## config.mk

```make
export PLATFORM = sky130hd
export DESIGN_NAME = game_sequencer
export DESIGN_NICKNAME = d
export VERILOG_FILES = /design/src/rtl/game_sequencer_pkg.sv /design/src/rtl/game_sequencer_bcd_counter4.sv /design/src/rtl/game_sequencer.sv
export SDC_FILE = /design/constraint.sdc
export NUM_CORES = 1
export LEC_CHECK = 0
export CAP_MARGIN = 20
export CORE_ASPECT_RATIO = 0.5
export CORE_MARGIN = 2
export CORE_UTILIZATION = 55
export CTS_CLUSTER_SIZE = 10
export DETAILED_ROUTE_END_ITERATION = 8
export PLACE_DENSITY = 0.76
export SLEW_MARGIN = 20
export SYNTH_ARGS = -nofsm -noshare
export SYNTH_HDL_FRONTEND = slang
export SYNTH_HIERARCHICAL = 1
export SYNTH_SLANG_ARGS = --single-unit
```

## constraint.sdc

```tcl
create_clock -name clock -period 2.5 [get_ports clock]
set_input_delay 0.5 -clock clock [delete_from_list [all_inputs] [get_ports clock]]
set_output_delay 0.5 -clock clock [all_outputs]
set_load 0.1 [all_outputs]
```

## src/rtl/game_sequencer_pkg.sv

```systemverilog
// ============================================================================
// Module      : game_sequencer_pkg
// Description : Shared states and constants for the game sequencer.
// Revision    : 1.0 - initial release
// ============================================================================
`timescale 1ns/1ps
`default_nettype none

package game_sequencer_pkg;

  typedef enum logic [2:0] {
    ST_IDLE = 3'd0,
    ST_ARM  = 3'd1,
    ST_PLAY = 3'd2,
    ST_HIT  = 3'd3,
    ST_OVER = 3'd4
  } state_t;

  localparam int          RESPAWN_CYCLES_DEFAULT = 25000000;
  localparam logic [15:0] BCD_MAX                = 16'h9999;
  localparam int          ARM_CYCLES             = 2;

endpackage

`default_nettype wire

```

## src/rtl/game_sequencer_bcd_counter4.sv

```systemverilog
// ============================================================================
// Module      : bcd_counter4
// Description : 4-digit BCD counter with clear, increment and 9999 saturation.
// Revision    : 1.0 - initial release
// ============================================================================
`timescale 1ns/1ps
`default_nettype none

module bcd_counter4
  import game_sequencer_pkg::*;
(
  input  logic        clock,
  input  logic        reset_signal,
  input  logic        clear,
  input  logic        increment,
  output logic [15:0] count
);

  logic [15:0] w_next;
  logic        w_carry;

  // Ripple the +1 through the digits; a saturated count is left untouched.
  always_comb begin
    w_next  = count;
    w_carry = 1'b1;
    if (count != BCD_MAX) begin
      for (int i = 0; i < 4; i++) begin
        if (w_carry) begin
          if (count[4*i +: 4] == 4'd9) begin
            w_next[4*i +: 4] = 4'd0;
          end else begin
            w_next[4*i +: 4] = count[4*i +: 4] + 4'd1;
            w_carry          = 1'b0;
          end
        end
      end
    end
  end

  always_ff @(posedge clock) begin
    if (reset_signal) begin
      count <= 16'h0000;
    end else if (clear) begin
      count <= 16'h0000;
    end else if (increment) begin
      count <= w_next;
    end
  end

endmodule

`default_nettype wire

```

## src/rtl/game_sequencer.sv

```systemverilog
// ============================================================================
// Module      : game_sequencer
// Description : Game flow FSM: start, column arming, scoring, respawn, game over.
// Revision    : 1.0 - initial release
// ============================================================================
`timescale 1ns/1ps
`default_nettype none

module game_sequencer
  import game_sequencer_pkg::*;
#(
  parameter int RESPAWN_CYCLES = RESPAWN_CYCLES_DEFAULT
)
(
  input  logic        clock,
  input  logic        reset_signal,
  input  logic        start,
  input  logic        correct,
  input  logic        game_over,
  output logic        column_reset,
  output logic [15:0] score_bcd,
  output logic [15:0] high_score_bcd,
  output logic        playing,
  output logic        over,
  output logic        hit_pulse
);

  localparam int c_hit_w = (RESPAWN_CYCLES > 1) ? $clog2(RESPAWN_CYCLES) : 1;
  localparam int c_arm_w = (ARM_CYCLES > 1) ? $clog2(ARM_CYCLES) : 1;
  localparam logic [c_hit_w-1:0] c_hit_last = c_hit_w'(RESPAWN_CYCLES - 1);
  localparam logic [c_arm_w-1:0] c_arm_last = c_arm_w'(ARM_CYCLES - 1);

  state_t               r_state;
  logic                 r_start_q;
  logic                 r_start_valid;
  logic [c_hit_w-1:0]   r_hit_cnt;
  logic [c_arm_w-1:0]   r_arm_cnt;

  logic w_start_rise;
  logic w_score_clr;
  logic w_score_inc;

  // r_start_valid masks the first cycle after reset so a held button is not a rise.
  assign w_start_rise = start & ~r_start_q & r_start_valid;
  assign w_score_clr  = w_start_rise & ((r_state == ST_IDLE) | (r_state == ST_OVER));
  assign w_score_inc  = (r_state == ST_PLAY) & correct;

  bcd_counter4 u_score (
    .clock        (clock),
    .reset_signal (reset_signal),
    .clear        (w_score_clr),
    .increment    (w_score_inc),
    .count        (score_bcd)
  );

  always_ff @(posedge clock) begin
    if (reset_signal) begin
      r_state        <= ST_IDLE;
      r_start_q      <= 1'b0;
      r_start_valid  <= 1'b0;
      r_hit_cnt      <= '0;
      r_arm_cnt      <= '0;
      column_reset   <= 1'b1;
      high_score_bcd <= 16'h0000;
      playing        <= 1'b0;
      over           <= 1'b0;
      hit_pulse      <= 1'b0;
    end else begin
      r_start_q     <= start;
      r_start_valid <= 1'b1;
      hit_pulse     <= 1'b0;
      case (r_state)
        ST_IDLE: begin
          column_reset <= 1'b1;
          playing      <= 1'b0;
          over         <= 1'b0;
          if (w_start_rise) begin
            r_state   <= ST_ARM;
            r_arm_cnt <= '0;
            playing   <= 1'b1;
          end
        end
        ST_ARM: begin
          // Only the first ARM cycle holds the column in reset.
          column_reset <= 1'b0;
          if (r_arm_cnt == c_arm_last) begin
            r_state <= ST_PLAY;
          end else begin
            r_arm_cnt <= r_arm_cnt + c_arm_w'(1);
          end
        end
        ST_PLAY: begin
          column_reset <= 1'b0;
          if (correct) begin
            r_state   <= ST_HIT;
            r_hit_cnt <= '0;
            hit_pulse <= 1'b1;
          end else if (game_over) begin
            r_state <= ST_OVER;
            playing <= 1'b0;
            over    <= 1'b1;
            if (score_bcd > high_score_bcd) begin
              high_score_bcd <= score_bcd;
            end
          end
        end
        ST_HIT: begin
          if (r_hit_cnt == c_hit_last) begin
            r_state      <= ST_ARM;
            r_arm_cnt    <= '0;
            column_reset <= 1'b1;
          end else begin
            r_hit_cnt <= r_hit_cnt + c_hit_w'(1);
          end
        end
        ST_OVER: begin
          column_reset <= 1'b0;
          if (w_start_rise) begin
            r_state      <= ST_ARM;
            r_arm_cnt    <= '0;
            column_reset <= 1'b1;
            playing      <= 1'b1;
            over         <= 1'b0;
          end
        end
        default: begin
          r_state      <= ST_IDLE;
          column_reset <= 1'b1;
          playing      <= 1'b0;
          over         <= 1'b0;
        end
      endcase
    end
  end

endmodule

`default_nettype wire

```

==> run_summary.xml <==
<?xml version="1.0" encoding="UTF-8"?>
<metrics>
  <group name="clock_network">
    <metric name="ctsHtreeMaxLevel" unit="">3</metric>
    <metric name="tritoncts.num_buffers" unit="">9</metric>
    <metric name="clkSlewWorstSetupHoldPaths" unit="ns">0.05</metric>
    <metric name="cts_hold_repair.buffers" unit="">0</metric>
    <metric name="buffer_depth_of_the_longest_clock_path" unit="">2</metric>
    <metric name="cts.repair.resized" unit="">0</metric>
    <metric name="tritoncts" unit="">built</metric>
    <metric name="tritoncts_num_sinks" unit="">67</metric>
    <metric name="clock_insertion_delay_worst_skew" unit="ns">0.33</metric>
    <metric name="ctsRootBufferMaster" unit="">clkbuf_16</metric>
  </group>
  <group name="min_path">
    <metric name="worst_hold_path_type" unit="">reg -&gt; reg</metric>
    <metric name="timing.hold.worst_path_depth" unit="">2</metric>
  </group>
  <group name="timing">
    <metric name="final_skew" unit="ns">0.00550</metric>
    <metric name="finalHoldViolations" unit="">0</metric>
    <metric name="worst-slew-pin-transition" unit="ns">0.409</metric>
    <metric name="worst_slew_margin_rel" unit="%">72.5</metric>
    <metric name="totalNegativeSetupSlack" unit="ns">0</metric>
    <metric name="post-route-period-util" unit="%">91.3</metric>
    <metric name="setup_violations" unit="">0</metric>
    <metric name="max_clock_freq" unit="MHz">438</metric>
    <metric name="unrepaired_setup_endpoints_after_global_routing" unit="">false</metric>
    <metric name="final_period_minus_worst_setup_slack" unit="ns">2.28</metric>
    <metric name="report.final.slew_viol_count" unit="">0</metric>
  </group>
  <group name="yosys">
    <metric name="postSynthCellCount" unit="">410</metric>
    <metric name="synthFlopType" unit="">dfxtp_1</metric>
    <metric name="synth-edff-count" unit="">0</metric>
    <metric name="synth-seq-area-share" unit="%">36.4</metric>
    <metric name="ys_ff_latch" unit="">67</metric>
    <metric name="syn-cell-area" unit="sq um">3690</metric>
    <metric name="yosys_warnings" unit="">6</metric>
    <metric name="postSynth.asyncResetShare" unit="%">0</metric>
    <metric name="postSynthAreaPerCell" unit="sq um">9.00</metric>
    <metric name="mappedNetlistNets" unit="">432</metric>
    <metric name="synth_cell_type_count" unit="">62</metric>
  </group>
  <group name="global_route">
    <metric name="number_of_global_route_vias_before_repair" unit="">3086</metric>
    <metric name="antenna_found_initial" unit="">0</metric>
    <metric name="grt_first_pass_wirelength" unit="mm">14.0</metric>
    <metric name="globalRouteTotalUtil" unit="%">23.8</metric>
    <metric name="grt_start_max_net_pins" unit="">30</metric>
    <metric name="grt-ovfl-total" unit="">0</metric>
  </group>
  <group name="detailed_routing">
    <metric name="vias" unit="">3190</metric>
    <metric name="routed_wirelength" unit="mm">8.39</metric>
    <metric name="detail_route.vias_per_cell" unit="">5.58</metric>
    <metric name="drtAntennaViolNets" unit="">0</metric>
    <metric name="route.detailed.wl_per_inst" unit="um">14.7</metric>
    <metric name="first_iter_violations" unit="">187</metric>
    <metric name="post-route-drc-count" unit="">0</metric>
    <metric name="firstDrtPassIters" unit="">5</metric>
  </group>
  <group name="layout">
    <metric name="ff_latch_area" unit="sq um">1440</metric>
    <metric name="syn_to_final_growth" unit="%">25.6</metric>
    <metric name="final_layout_size_suffix_gt1_share" unit="%">30.2</metric>
    <metric name="antenna_cells_inserted" unit="">0</metric>
    <metric name="multi_input_logic_area" unit="sq um">2130</metric>
    <metric name="nFillCells" unit="">529</metric>
    <metric name="finish.net_count" unit="">497</metric>
  </group>
  <group name="floorplanning">
    <metric name="floorplan.initialDensity" unit="%">55.9</metric>
    <metric name="dieHeight" unit="um">61.9</metric>
    <metric name="pin_count" unit="">41</metric>
    <metric name="coreArea" unit="sq um">6600</metric>
    <metric name="die_width" unit="um">120</metric>
    <metric name="placementRows" unit="">21</metric>
    <metric name="die_area" unit="sq um">7420</metric>
  </group>
  <group name="power_and_ir_drop">
    <metric name="p_per_area" unit="nW/um^2">595</metric>
    <metric name="p_leak" unit="nW">1.86</metric>
    <metric name="power.ir.vdd_worst" unit="mV">0.372</metric>
    <metric name="totalPowerFinal" unit="mW">2.76</metric>
  </group>
  <group name="critical_path">
    <metric name="worst-setup-path-type" unit="">reg -&gt; reg</metric>
    <metric name="critPathLaunchType" unit="">flip-flop</metric>
    <metric name="crit_fanout" unit="">7</metric>
    <metric name="worst-endpoint-arrival" unit="ns">2.49</metric>
    <metric name="worst_setup_path_end_kind" unit="">flip-flop</metric>
    <metric name="critPathRequiredTime" unit="ns">2.71</metric>
    <metric name="worst-r2r-cell-count" unit="">10</metric>
  </group>
  <group name="status">
    <metric name="status" unit="">finished clean</metric>
  </group>
  <group name="run">
    <metric name="timing.max_cap.violations" unit="">0</metric>
  </group>
  <group name="placement">
    <metric name="placed_wire_length_estimate" unit="mm">6.03</metric>
    <metric name="port_buffers" unit="">40</metric>
    <metric name="finalWeightedCongestion" unit="">0.795</metric>
  </group>
</metrics>
==> metal layers <==
metal  track usage, %  up-vias  routed length [um]  part of all wire (%)
met5                0        -                   0                     0
met4             8.24        0                  60                  0.72
met3             6.11        5                 240                   2.9
met2             45.1       49                4260                    51
met1             27.4     1540                3830                    46
li1                 -     1596                   -                     -
==> stage by stage <==
stage | utilization, % | area, sq um | instances | hold WS [ns] | worst slack, ns
5_1_grt | 70.3 | 4640 | 572 | 0.528 | 0.0271
4_1_cts | 70.3 | 4640 | 572 | 0.503 | 0.193
2_1_floorplan | - | 3780 | 410 | 0.466 | 0.0147
3_5_place_dp | 65.8 | 4340 | 554 | 0.491 | -0.215
3_3_place_gp | 65.8 | 4340 | 554 | 0.479 | -0.148
6_report | 70.3 | 4640 | 572 | 0.504 | 0.217
==> critical path: stages (launching register included) <==
cell      delay [ns]
dfxtp_4         0.34
inv_1           0.04
ha_1            0.28
nand4_1         0.15
buf_4           0.17
nor4_1          0.33
a21boi_1        0.31
o31ai_4         0.10
buf_4           0.19
mux2i_1         0.19
nor2_1          0.05
==> synthesized netlist by cell type (3+ instances only) <==
cell type   n  area share, %
nor3_1      5           0.68
nand4_1     6            1.0
mux2i_1    18            4.9
nand3b_1    3           0.61
ha_1       17            5.8
xnor2_1    25            5.9
a211oi_1    7            1.4
nand2_1    29            3.0
nand3_1    16            2.2
buf_2       4           0.54
nand3_2     3           0.81
a211oi_2   10            3.4
o31ai_1     3           0.61
and4_1      6            1.4
inv_1      30            3.1
dfxtp_1    67             36
and2_1      3           0.51
a21oi_1    23            3.1
a2111oi_2   7            2.8
nor2_1     61            6.2
clkbuf_1    8           0.81
nor2b_1     3           0.51
o21ai_0     5           0.68
==> state kept, by name, summed over array words and instances (netlist names) <==
signal / flops
r_hit_cnt: 25
high_score_bcd: 16
u_score/count: 16
r_state: 3
column_reset: 1
hit_pulse: 1
over: 1
playing: 1
r_arm_cnt: 1
r_start_q: 1
r_start_valid: 1
==> final cells by class <==
type | count | area share [%]
clock buffers | 14 | 5.91
repair buffers | 72 | 12.1
inverters | 30 | 2.43
flip-flops and latches | 67 | 31.0
multi-input cells | 295 | 45.9
clock inverters | 2 | 0.216
well taps | 92 | 2.48
==> path summary, 6_finish.rpt <==
check                                                    start                             end  slack (ns)
worst max-delay path            high_score_bcd[9]$_SDFFE_PP0P_  high_score_bcd[8]$_SDFFE_PP0P_        0.22
worst min-delay path                      playing$_SDFFE_PP0P_            playing$_SDFFE_PP0P_        0.50
worst max register to register  high_score_bcd[9]$_SDFFE_PP0P_  high_score_bcd[8]$_SDFFE_PP0P_        0.22
worst min register to register            playing$_SDFFE_PP0P_            playing$_SDFFE_PP0P_        0.50
==> placed cells by master, fill, tap and decap left out, drive strengths merged, types with 17 or more instances in the layout <==
cell type | Yosys | routed
buf | 9 | 68
dfxtp | 67 | 67
nor2 | 61 | 61
inv | 30 | 30
nand2 | 29 | 29
xnor2 | 25 | 25
a21oi | 23 | 23
nand3 | 19 | 19
mux2i | 18 | 18
ha | 17 | 17
a211oi | 17 | 17
==> power by group <==
part / switching, mW / total (mW) / internal [mW]
Sequential: 0.0479 / 1.13 / 1.09
Clock: 0.423 / 1.17 / 0.748
Combinational: 0.318 / 0.454 / 0.136
Total: 0.789 / 2.76 / 1.97
==> kinds of logic (layout without fill, tap and decap cells) <==
logic type | Yosys count | in the layout | synth area share, %
and+or+nand+nor | 156 | 156 | 22.9
muxes | 18 | 18 | 4.88
xor gates and xnor gates | 25 | 25 | 5.93
DFF | 67 | 67 | 36.4
buffers and inverters | 48 | 118 | 6.04
AOI/OAI and AO/OA | 79 | 79 | 18.1
adders and majority gates | 17 | 17 | 5.76
==> repair_timing <==
| action | in CTS | in global routing |
|---|---|---|
| hold endpoints to repair | 0 | 0 |
| setup buffers | 2 | 0 |
| endpoints found under the setup margin | 16 | 0 |
(Power assumes the default switching activity.)
